--- src/rtl/disp_pkg.sv ---
// rtl/disp_pkg.sv - shared types and helpers for the display alert scheduler
package disp_pkg;

   localparam int NUM_DIGITS = 4;
   localparam int DIGIT_W    = 4;
   localparam int HEX_W      = NUM_DIGITS * DIGIT_W;

   typedef enum logic [1:0] {
      BG       = 2'd0,
      SHOW_ON  = 2'd1,
      SHOW_OFF = 2'd2
   } disp_state_t;

   typedef struct packed {
      logic [HEX_W-1:0]      hex;
      logic [NUM_DIGITS-1:0] dp;
   } disp_frame_t;

   // Counter width for a modulus; a modulus of 1 still needs one bit.
   function automatic int cnt_w(input int n);
      return (n <= 1) ? 1 : $clog2(n);
   endfunction

endpackage

--- src/rtl/disp_tick_gen.sv ---
// rtl/disp_tick_gen.sv - clearable prescaler emitting a one-cycle tick
module disp_tick_gen
   import disp_pkg::*;
#(
   parameter int TICK_DIV = 100000
) (
   input  logic clk,
   input  logic reset,
   input  logic clr_i,
   output logic tick_o
);

   localparam int CW = cnt_w(TICK_DIV);
   localparam logic [CW-1:0] LAST = CW'(TICK_DIV - 1);

   logic [CW-1:0] cnt_q;

   assign tick_o = (cnt_q == LAST);

   always_ff @(posedge clk) begin
      if (reset || clr_i) begin
         cnt_q <= '0;
      end else if (tick_o) begin
         cnt_q <= '0;
      end else begin
         cnt_q <= cnt_q + 1'b1;
      end
   end

endmodule

--- src/rtl/disp_alert_sched.sv ---
// rtl/disp_alert_sched.sv - arbitrates the 7-seg mux between background and timed blinking alerts
module disp_alert_sched
   import disp_pkg::*;
#(
   parameter int TICK_DIV    = 100000,
   parameter int HOLD_TICKS  = 2000,
   parameter int BLINK_TICKS = 250
) (
   input  logic                  clk,
   input  logic                  reset,
   input  logic [HEX_W-1:0]      bg_hex,
   input  logic [NUM_DIGITS-1:0] bg_dp,
   input  logic                  alert_valid,
   output logic                  alert_ready,
   input  logic [HEX_W-1:0]      alert_hex,
   input  logic [NUM_DIGITS-1:0] alert_dp,
   input  logic                  alert_clear,
   output logic [DIGIT_W-1:0]    hex3,
   output logic [DIGIT_W-1:0]    hex2,
   output logic [DIGIT_W-1:0]    hex1,
   output logic [DIGIT_W-1:0]    hex0,
   output logic [NUM_DIGITS-1:0] dp_out,
   output logic                  busy
);

   localparam int HW = cnt_w(HOLD_TICKS);
   localparam int BW = cnt_w(BLINK_TICKS);
   localparam logic [HW-1:0] HOLD_LAST  = HW'(HOLD_TICKS - 1);
   localparam logic [BW-1:0] BLINK_LAST = BW'(BLINK_TICKS - 1);

   disp_state_t   state_q, state_d;
   disp_frame_t   cur_q, cur_d;
   disp_frame_t   pend_q, pend_d;
   logic          pend_valid_q, pend_valid_d;
   logic [HW-1:0] hold_cnt_q, hold_cnt_d;
   logic [BW-1:0] blink_cnt_q, blink_cnt_d;
   disp_frame_t   out_q, out_d;
   logic          busy_q;

   disp_frame_t   bg_frame, alert_frame;
   logic          accept;
   logic          load;
   logic          tick;
   logic          expiry;

   assign bg_frame    = '{hex: bg_hex, dp: bg_dp};
   assign alert_frame = '{hex: alert_hex, dp: alert_dp};

   assign alert_ready = !pend_valid_q && !alert_clear && !reset;
   assign accept      = alert_valid && alert_ready;
   assign expiry      = tick && (hold_cnt_q == HOLD_LAST) && (state_q != BG);

   // Restarting the prescaler on every load keeps each alert's phases whole ticks long.
   disp_tick_gen #(
      .TICK_DIV(TICK_DIV)
   ) u_tick_gen (
      .clk   (clk),
      .reset (reset),
      .clr_i (load),
      .tick_o(tick)
   );

   always_comb begin
      state_d      = state_q;
      cur_d        = cur_q;
      pend_d       = pend_q;
      pend_valid_d = pend_valid_q;
      hold_cnt_d   = hold_cnt_q;
      blink_cnt_d  = blink_cnt_q;
      load         = 1'b0;

      if (alert_clear) begin
         state_d      = BG;
         pend_valid_d = 1'b0;
         load         = 1'b1;
      end else if (state_q == BG) begin
         if (accept) begin
            cur_d   = alert_frame;
            state_d = SHOW_ON;
            load    = 1'b1;
         end
      end else if (expiry) begin
         // Chain straight into the next alert so the display never flashes background between them.
         if (pend_valid_q) begin
            cur_d        = pend_q;
            pend_valid_d = 1'b0;
            state_d      = SHOW_ON;
            load         = 1'b1;
         end else if (accept) begin
            cur_d   = alert_frame;
            state_d = SHOW_ON;
            load    = 1'b1;
         end else begin
            state_d = BG;
            load    = 1'b1;
         end
      end else begin
         if (accept) begin
            pend_d       = alert_frame;
            pend_valid_d = 1'b1;
         end
         if (tick) begin
            hold_cnt_d = hold_cnt_q + 1'b1;
            if (blink_cnt_q == BLINK_LAST) begin
               blink_cnt_d = '0;
               state_d     = (state_q == SHOW_ON) ? SHOW_OFF : SHOW_ON;
            end else begin
               blink_cnt_d = blink_cnt_q + 1'b1;
            end
         end
      end

      if (load) begin
         hold_cnt_d  = '0;
         blink_cnt_d = '0;
      end

      out_d = (state_d == SHOW_ON) ? cur_d : bg_frame;
   end

   always_ff @(posedge clk) begin
      if (reset) begin
         state_q      <= BG;
         cur_q        <= '0;
         pend_q       <= '0;
         pend_valid_q <= 1'b0;
         hold_cnt_q   <= '0;
         blink_cnt_q  <= '0;
         out_q        <= '0;
         busy_q       <= 1'b0;
      end else begin
         state_q      <= state_d;
         cur_q        <= cur_d;
         pend_q       <= pend_d;
         pend_valid_q <= pend_valid_d;
         hold_cnt_q   <= hold_cnt_d;
         blink_cnt_q  <= blink_cnt_d;
         out_q        <= out_d;
         busy_q       <= (state_d != BG);
      end
   end

   assign hex3   = out_q.hex[4*DIGIT_W-1:3*DIGIT_W];
   assign hex2   = out_q.hex[3*DIGIT_W-1:2*DIGIT_W];
   assign hex1   = out_q.hex[2*DIGIT_W-1:DIGIT_W];
   assign hex0   = out_q.hex[DIGIT_W-1:0];
   assign dp_out = out_q.dp;
   assign busy   = busy_q;

endmodule
--- config.mk ---
export PLATFORM = sky130hd
export DESIGN_NAME = disp_alert_sched
export DESIGN_NICKNAME = d
export VERILOG_FILES = /design/src/rtl/disp_pkg.sv /design/src/rtl/disp_tick_gen.sv /design/src/rtl/disp_alert_sched.sv
export SDC_FILE = /design/constraint.sdc
export NUM_CORES = 1
export LEC_CHECK = 0
export ABC_AREA = 1
export BUFFER_PORTS_ARGS = -buffer_cell sky130_fd_sc_hd__buf_2
export CAP_MARGIN = 40
export CELL_PAD_IN_SITES_DETAIL_PLACEMENT = 2
export CELL_PAD_IN_SITES_GLOBAL_PLACEMENT = 2
export CORE_UTILIZATION = 32
export CTS_BUF_LIST = sky130_fd_sc_hd__clkbuf_2 sky130_fd_sc_hd__clkbuf_4 sky130_fd_sc_hd__clkbuf_8
export DETAILED_ROUTE_END_ITERATION = 12
export PLACE_DENSITY = 0.84
export SLEW_MARGIN = 20
export SYNTH_ARGS = -nofsm -noshare
export SYNTH_HDL_FRONTEND = slang
export SYNTH_SLANG_ARGS = --single-unit
--- constraint.sdc ---
create_clock -name clk -period 2.51 [get_ports clk]
set_clock_uncertainty 0.15 [all_clocks]
set_input_delay 0.251 -clock clk [delete_from_list [all_inputs] [get_ports clk]]
set_output_delay 0.251 -clock clk [all_outputs]
set_load 0.05 [all_outputs]
==> Yosys cells after proc, flatten, opt, wreduce, memory -nomap -nowiden <==
Cells that the tools add are included.
{ "totals": {"output_inout_bits": 22, "input_bits": 44, "wordCells": 64, "regBits": 100} }
{ "classes": {"eq_ne": 5, "add_sub_neg": 3, "n_bitwise": 3, "n_mux": 22, "n_reduce_logical": 19} }
{ "ops": {"columns": ["cell", "count"], "rows": [
  ["$mux W20", 6],
  ["$add A17 B1 Y17 const B", 1],
  ["$eq A17 B17 Y1 const B", 1],
  ["$mux W2", 7],
  ["$add A11 B1 Y11 const B", 1],
  ["$eq A11 B11 Y1 const B", 1],
  ["$add A8 B1 Y8 const B", 1],
  ["$eq A8 B8 Y1 const B", 1],
  ["$mux W1", 8],
  ["$mux W8", 1],
  ["$reduce_and A4 Y1", 2],
  ["$reduce_bool A2 Y1", 3],
  ["$reduce_or A2 Y1", 3],
  ["$logic_and A1 B1 Y1", 5],
  ["$eq A2 B1 Y1 const B", 2],
  ["$logic_not A1 Y1", 3],
  ["$not A1 Y1", 3],
  ["$logic_not A2 Y1", 1],
  ["$reduce_and A2 Y1", 1],
  ["$logic_or A1 B1 Y1", 1]
]} }

==> Depth between registers and ports, before layout <==
{ "depth": {"depth_word": 11, "mapped_depth": 16, "depth_no_buf": 15} }

==> Modules after synthesis <==
A second synthesis with hierarchy kept.
{ "hier_totals": {"cells_unflattened": 751, "hier_area_um2": 5037.3} }
{ "by_module_without_submodules": {"columns": ["module", "cells_each", "seq_area_each_um2", "area_each_um2", "instances"], "rows": [
  ["disp_alert_sched", 611, 1661.6, 4088.9, 1],
  ["disp_tick_gen", 140, 340.3, 948.4, 1]
]} }

==> Least setup slack after synthesis <==
No wires, ideal clock.
{ "synth_path": {"path_type": "register to register", "startpoint": "reg hold_cnt_q[1]", "endpoint": "reg out_q (netlist bit dp_out[0])", "slack_ps": 453, "path_stages_with_launch": 16, "setup_ps": 110, "required_ps": 2250, "arrival_ps": 1797, "cell_sequence": "dfxtp_1 -> ha_1 -> nand2_2 -> inv_2 -> nand3_1 -> nor2_2 -> nand3_4 -> nand2_4 -> inv_2 -> nand2_2 -> nand3_4 -> clkinv_2 -> buf_6 -> nand2_1 -> nand2_1 -> nor2_1"} }
{ "synth_via": {"elab_chain_len": 8, "word_cells_on_any_way": 11} }
{ "synth_rtl": {"columns": ["item", "line", "rtl"], "rows": [
  ["from (decl)", "disp_alert_sched.sv:35", "logic [HW-1:0] hold_cnt_q, hold_cnt_d;"],
  ["from (signal assigned)", "disp_alert_sched.sv:136", "hold_cnt_q <= hold_cnt_d;"],
  ["$eq A11 B11 Y1 (*)", "disp_alert_sched.sv:51", "assign expiry = tick && (hold_cnt_q == HOLD_LAST) && (state_q != BG);"],
  ["$logic_and A1 B1 Y1 (*) (2 in a row)", "disp_alert_sched.sv:51", null],
  ["$mux W2", "disp_alert_sched.sv:82", "end else if (expiry) begin"],
  ["$mux W2", "disp_alert_sched.sv:76", "end else if (state_q == BG) begin"],
  ["$mux W2", "disp_alert_sched.sv:72", "if (alert_clear) begin"],
  ["$eq A2 B1 Y1", "disp_alert_sched.sv:118", "out_d = (state_d == SHOW_ON) ? cur_d : bg_frame;"],
  ["$mux W20 (*)", "disp_alert_sched.sv:118", null],
  ["to (signal assigned)", "disp_alert_sched.sv:138", "out_q <= out_d;"],
  ["to (decl)", "disp_alert_sched.sv:37", "disp_frame_t out_q, out_d;"]
]} }
Mark *: on every way between the ends. The rest lies on a longest branch, timed or not.
A chain may end at the register's enable or synchronous reset.

==> Final worst setup path <==
{ "layout_path": {"startpoint": "reg hold_cnt_q[1]", "endpoint": "reg out_q (netlist bit hex0[3])"} }
Same word-level chain as after synthesis.

==> impl_metrics.ini <==
[detailed_routing]
drtPass1Iterations = 5
drt-wirelength-per-cell_um = 18.3
drc = 0
ant_nets = 0
drtIter0Drc = 381
vias = 6186
avgViaCountPerCell = 5.16
drt_wl_total_mm = 21.9

[critical_path]
worstSetupStartpointType = register
worst-setup-path-type = reg2reg
cp.required_ns = 2.69
worstRegToRegCells = 14
r2r-start = hold_cnt_q[1]
slowest_stage = dfxtp_1
path_delay_family = simple AND/OR/NAND/NOR gates
path_buf_inv = 3
cp-end-kind = register
path_cells = ha_2, nand2_2, inv_2, nand3_1, nor2_4, nand3_4, nand2_4, inv_2, nand2_2, nand3_4, buf_6, nand2_1, nand2_1, nor2_1
cp_max_fo = 12
slowest_delay_ns = 0.38
path_depth = 14
critPathArrivalTime_ns = 2.54
crit_start = hold_cnt_q[1]

[logic_synthesis]
yosys_warnings = 0
async_reset_ff_frac = 0
synthesis.nets = 929
ys_types = 36
synth-main-ff-cell = dfxtp_1
yosysSeqAreaShare = 0.362
ys_seq_elements = 100
synth_area_sq_um = 5530
syn_inst = 881
synth_edf_count = 0
syn_area_per_cell_sq_um = 6.27

[clock_tree]
clock-sinks = 100
htree_levels = 3
path_clk_slew_ns = 0.11
cts-root-buf = clkbuf_8
cts_made_buffers = 9
clk_path_buf_depth = 2
postCtsSetupBuffers = 0
worst_skew_pair.late_latency_ns = 0.39
tritoncts = done

[placement]
io_buffers = 65
hpwl_mm = 13.8
place_congestion = 0.784
place_ws_ns = -0.0162

[sta]
fin_ws_ns = 0.142
fin_crit_sh = 0.944
clock.fmax_mhz = 422
min_period_ns = 2.37
rsz0062_at_grt = true
max_slew.worst_pin.slew_ns = 0.561
hold_violations = 0
setup-tns-final_ns = 0
slew-limit-headroom = 0.625
maxSlewViolCount = 0
setup_viol = 0

[floorplanning]
coreArea_sq_um = 16700
rows = 47
ioPinCount = 66
start_util = 0.331
fp.dieW_um = 133
die_h_um = 133
dieArea_sq_um = 17800

[global_routing]
grt_max_degree = 42
grt_pass1_wl_mm = 34.6
track_usage = 0.250
gr-total-overflow = 0
antenna_found_initial = 0
grt_pass1_vias = 6653

[finish]
mostFrequentLayoutCell = nand2_1
multi_input_area_sq_um = 2940
antenna_cells = 0
nFillCells = 2047
regArea_sq_um = 2000
fin_util = 0.400
syn2layout_area_growth_pct = 21.0
layout_common_cells = nand2_1, nor2_1, inv_1, dfxtp_1, nand3_1
drive_gt1_frac = 0.148
num-nets-final = 1022

[power_and_ir_drop]
powerDensity_nw_per_um2 = 504
leakagePower_nw = 3.13
peakVddDrop_mv = 0.238

[worst_hold_path]
min_path_cells = 5
worstHoldStart = bg_dp[0]
min_path_type = in2reg

[run_status]
status = finished clean

[flow_run]
max_cap_violations = 0
==> per-layer routing <==
metal	GRT usage	wire, um	vias to the layer above
li1	-	-	2943
met1	0.307	9940	3059
met2	0.441	10700	146
met3	0.0381	749	38
met4	0.0852	524	0
met5	0	0	-
==> stage by stage <==
stage / hold WS, ns / total power [W] / std cells / instance area [sq um]
after CTS: 0.00124 / 0.00337 / 1198 / 6650
after detailed placement: 0.299 / 0.00219 / 1153 / 6150
after floorplan: 0.249 / 0.00202 / 881 / 5530
final: 0.0146 / 0.00337 / 1199 / 6690
after global placement: 0.284 / 0.00217 / 1153 / 6150
after global routing: 0.0133 / 0.00350 / 1199 / 6690
==> state kept, by name, summed over array words and instances, names as in the netlist, 2 cells and up <==
signal            flops
blink_cnt_q           8
hex2                  4
hold_cnt_q           11
hex0                  4
state_q               2
hex3                  4
dp_out                4
u_tick_gen.cnt_q     17
cur_q                20
hex1                  4
pend_q               20
==> worst register-to-register path: cells and delay by family, from the launching register on <==
| kind | cells | cell delay, ns |
|---|---|---|
| AND/OR/NAND/NOR | 10 | 1.15 |
| buffers and inverters | 3 | 0.36 |
| flip-flops | 1 | 0.38 |
| adder cells (fa/ha/maj) | 1 | 0.25 |
==> what timing repair did <==
| item | 4_1_cts | 5_1_grt |
|---|---|---|
| hold endpoints to repair | 28 | 0 |
| endpoints found under the setup margin | 5 | 28 |
| cloned | 1 | 0 |
| pin swaps | 1 | 0 |
| hold buffers | 28 | 0 |
| gates resized for setup | 0 | 9 |
==> final cells by class <==
| cell class | count | share of cell area |
|---|---|---|
| Tap cell | 220 | 0.0412 |
| Sequential cell | 100 | 0.299 |
| Clock inverter | 6 | 0.0103 |
| Clock buffer | 10 | 0.0206 |
| Inverter | 120 | 0.0681 |
| Multi-Input combinational cell | 625 | 0.439 |
| Timing Repair Buffer | 118 | 0.122 |
==> cell families after synthesis <==
group           Yosys count  synth area share
flops                   100             0.362
buf+inv                 157             0.112
simple gates            537             0.423
compound gates           73            0.0781
fa+ha+maj                 4           0.00906
xor+xnor                 10            0.0159
==> synthesized netlist by cell type, types with 7 or more instances <==
master | count | area (sq um)
nand4_1 | 20 | 125
dfxtp_1 | 100 | 2000
nor2_1 | 117 | 439
o21ai_0 | 13 | 65.1
xor2_1 | 9 | 78.8
nand3_1 | 84 | 420
o21bai_1 | 9 | 67.6
inv_2 | 13 | 48.8
inv_1 | 106 | 398
nand2_1 | 268 | 1010
nand3b_1 | 10 | 75.1
nor3_1 | 14 | 70.1
buf_1 | 7 | 26.3
a211oi_1 | 15 | 113
buf_2 | 11 | 55.1
a21oi_1 | 33 | 165
clkbuf_1 | 16 | 60.1
==> worst paths after layout <==
kind	endpoint	slack [ns]
worst min-delay path	dp_out[0]	0.01
worst max register to register	hex0[3]	0.14
worst min register to register	u_tick_gen.cnt_q[0]	0.31
worst max-delay path	hex0[3]	0.14
==> power breakdown <==
group / internal (W) / switching [W] / total, W
registers: 0.00163 / 0.0000254 / 0.00166
logic: 0.000180 / 0.000381 / 0.000561
clock network: 0.000497 / 0.000651 / 0.00115
total: 0.00231 / 0.00106 / 0.00337
No activity file was read; power rests on OpenSTA's default activity.
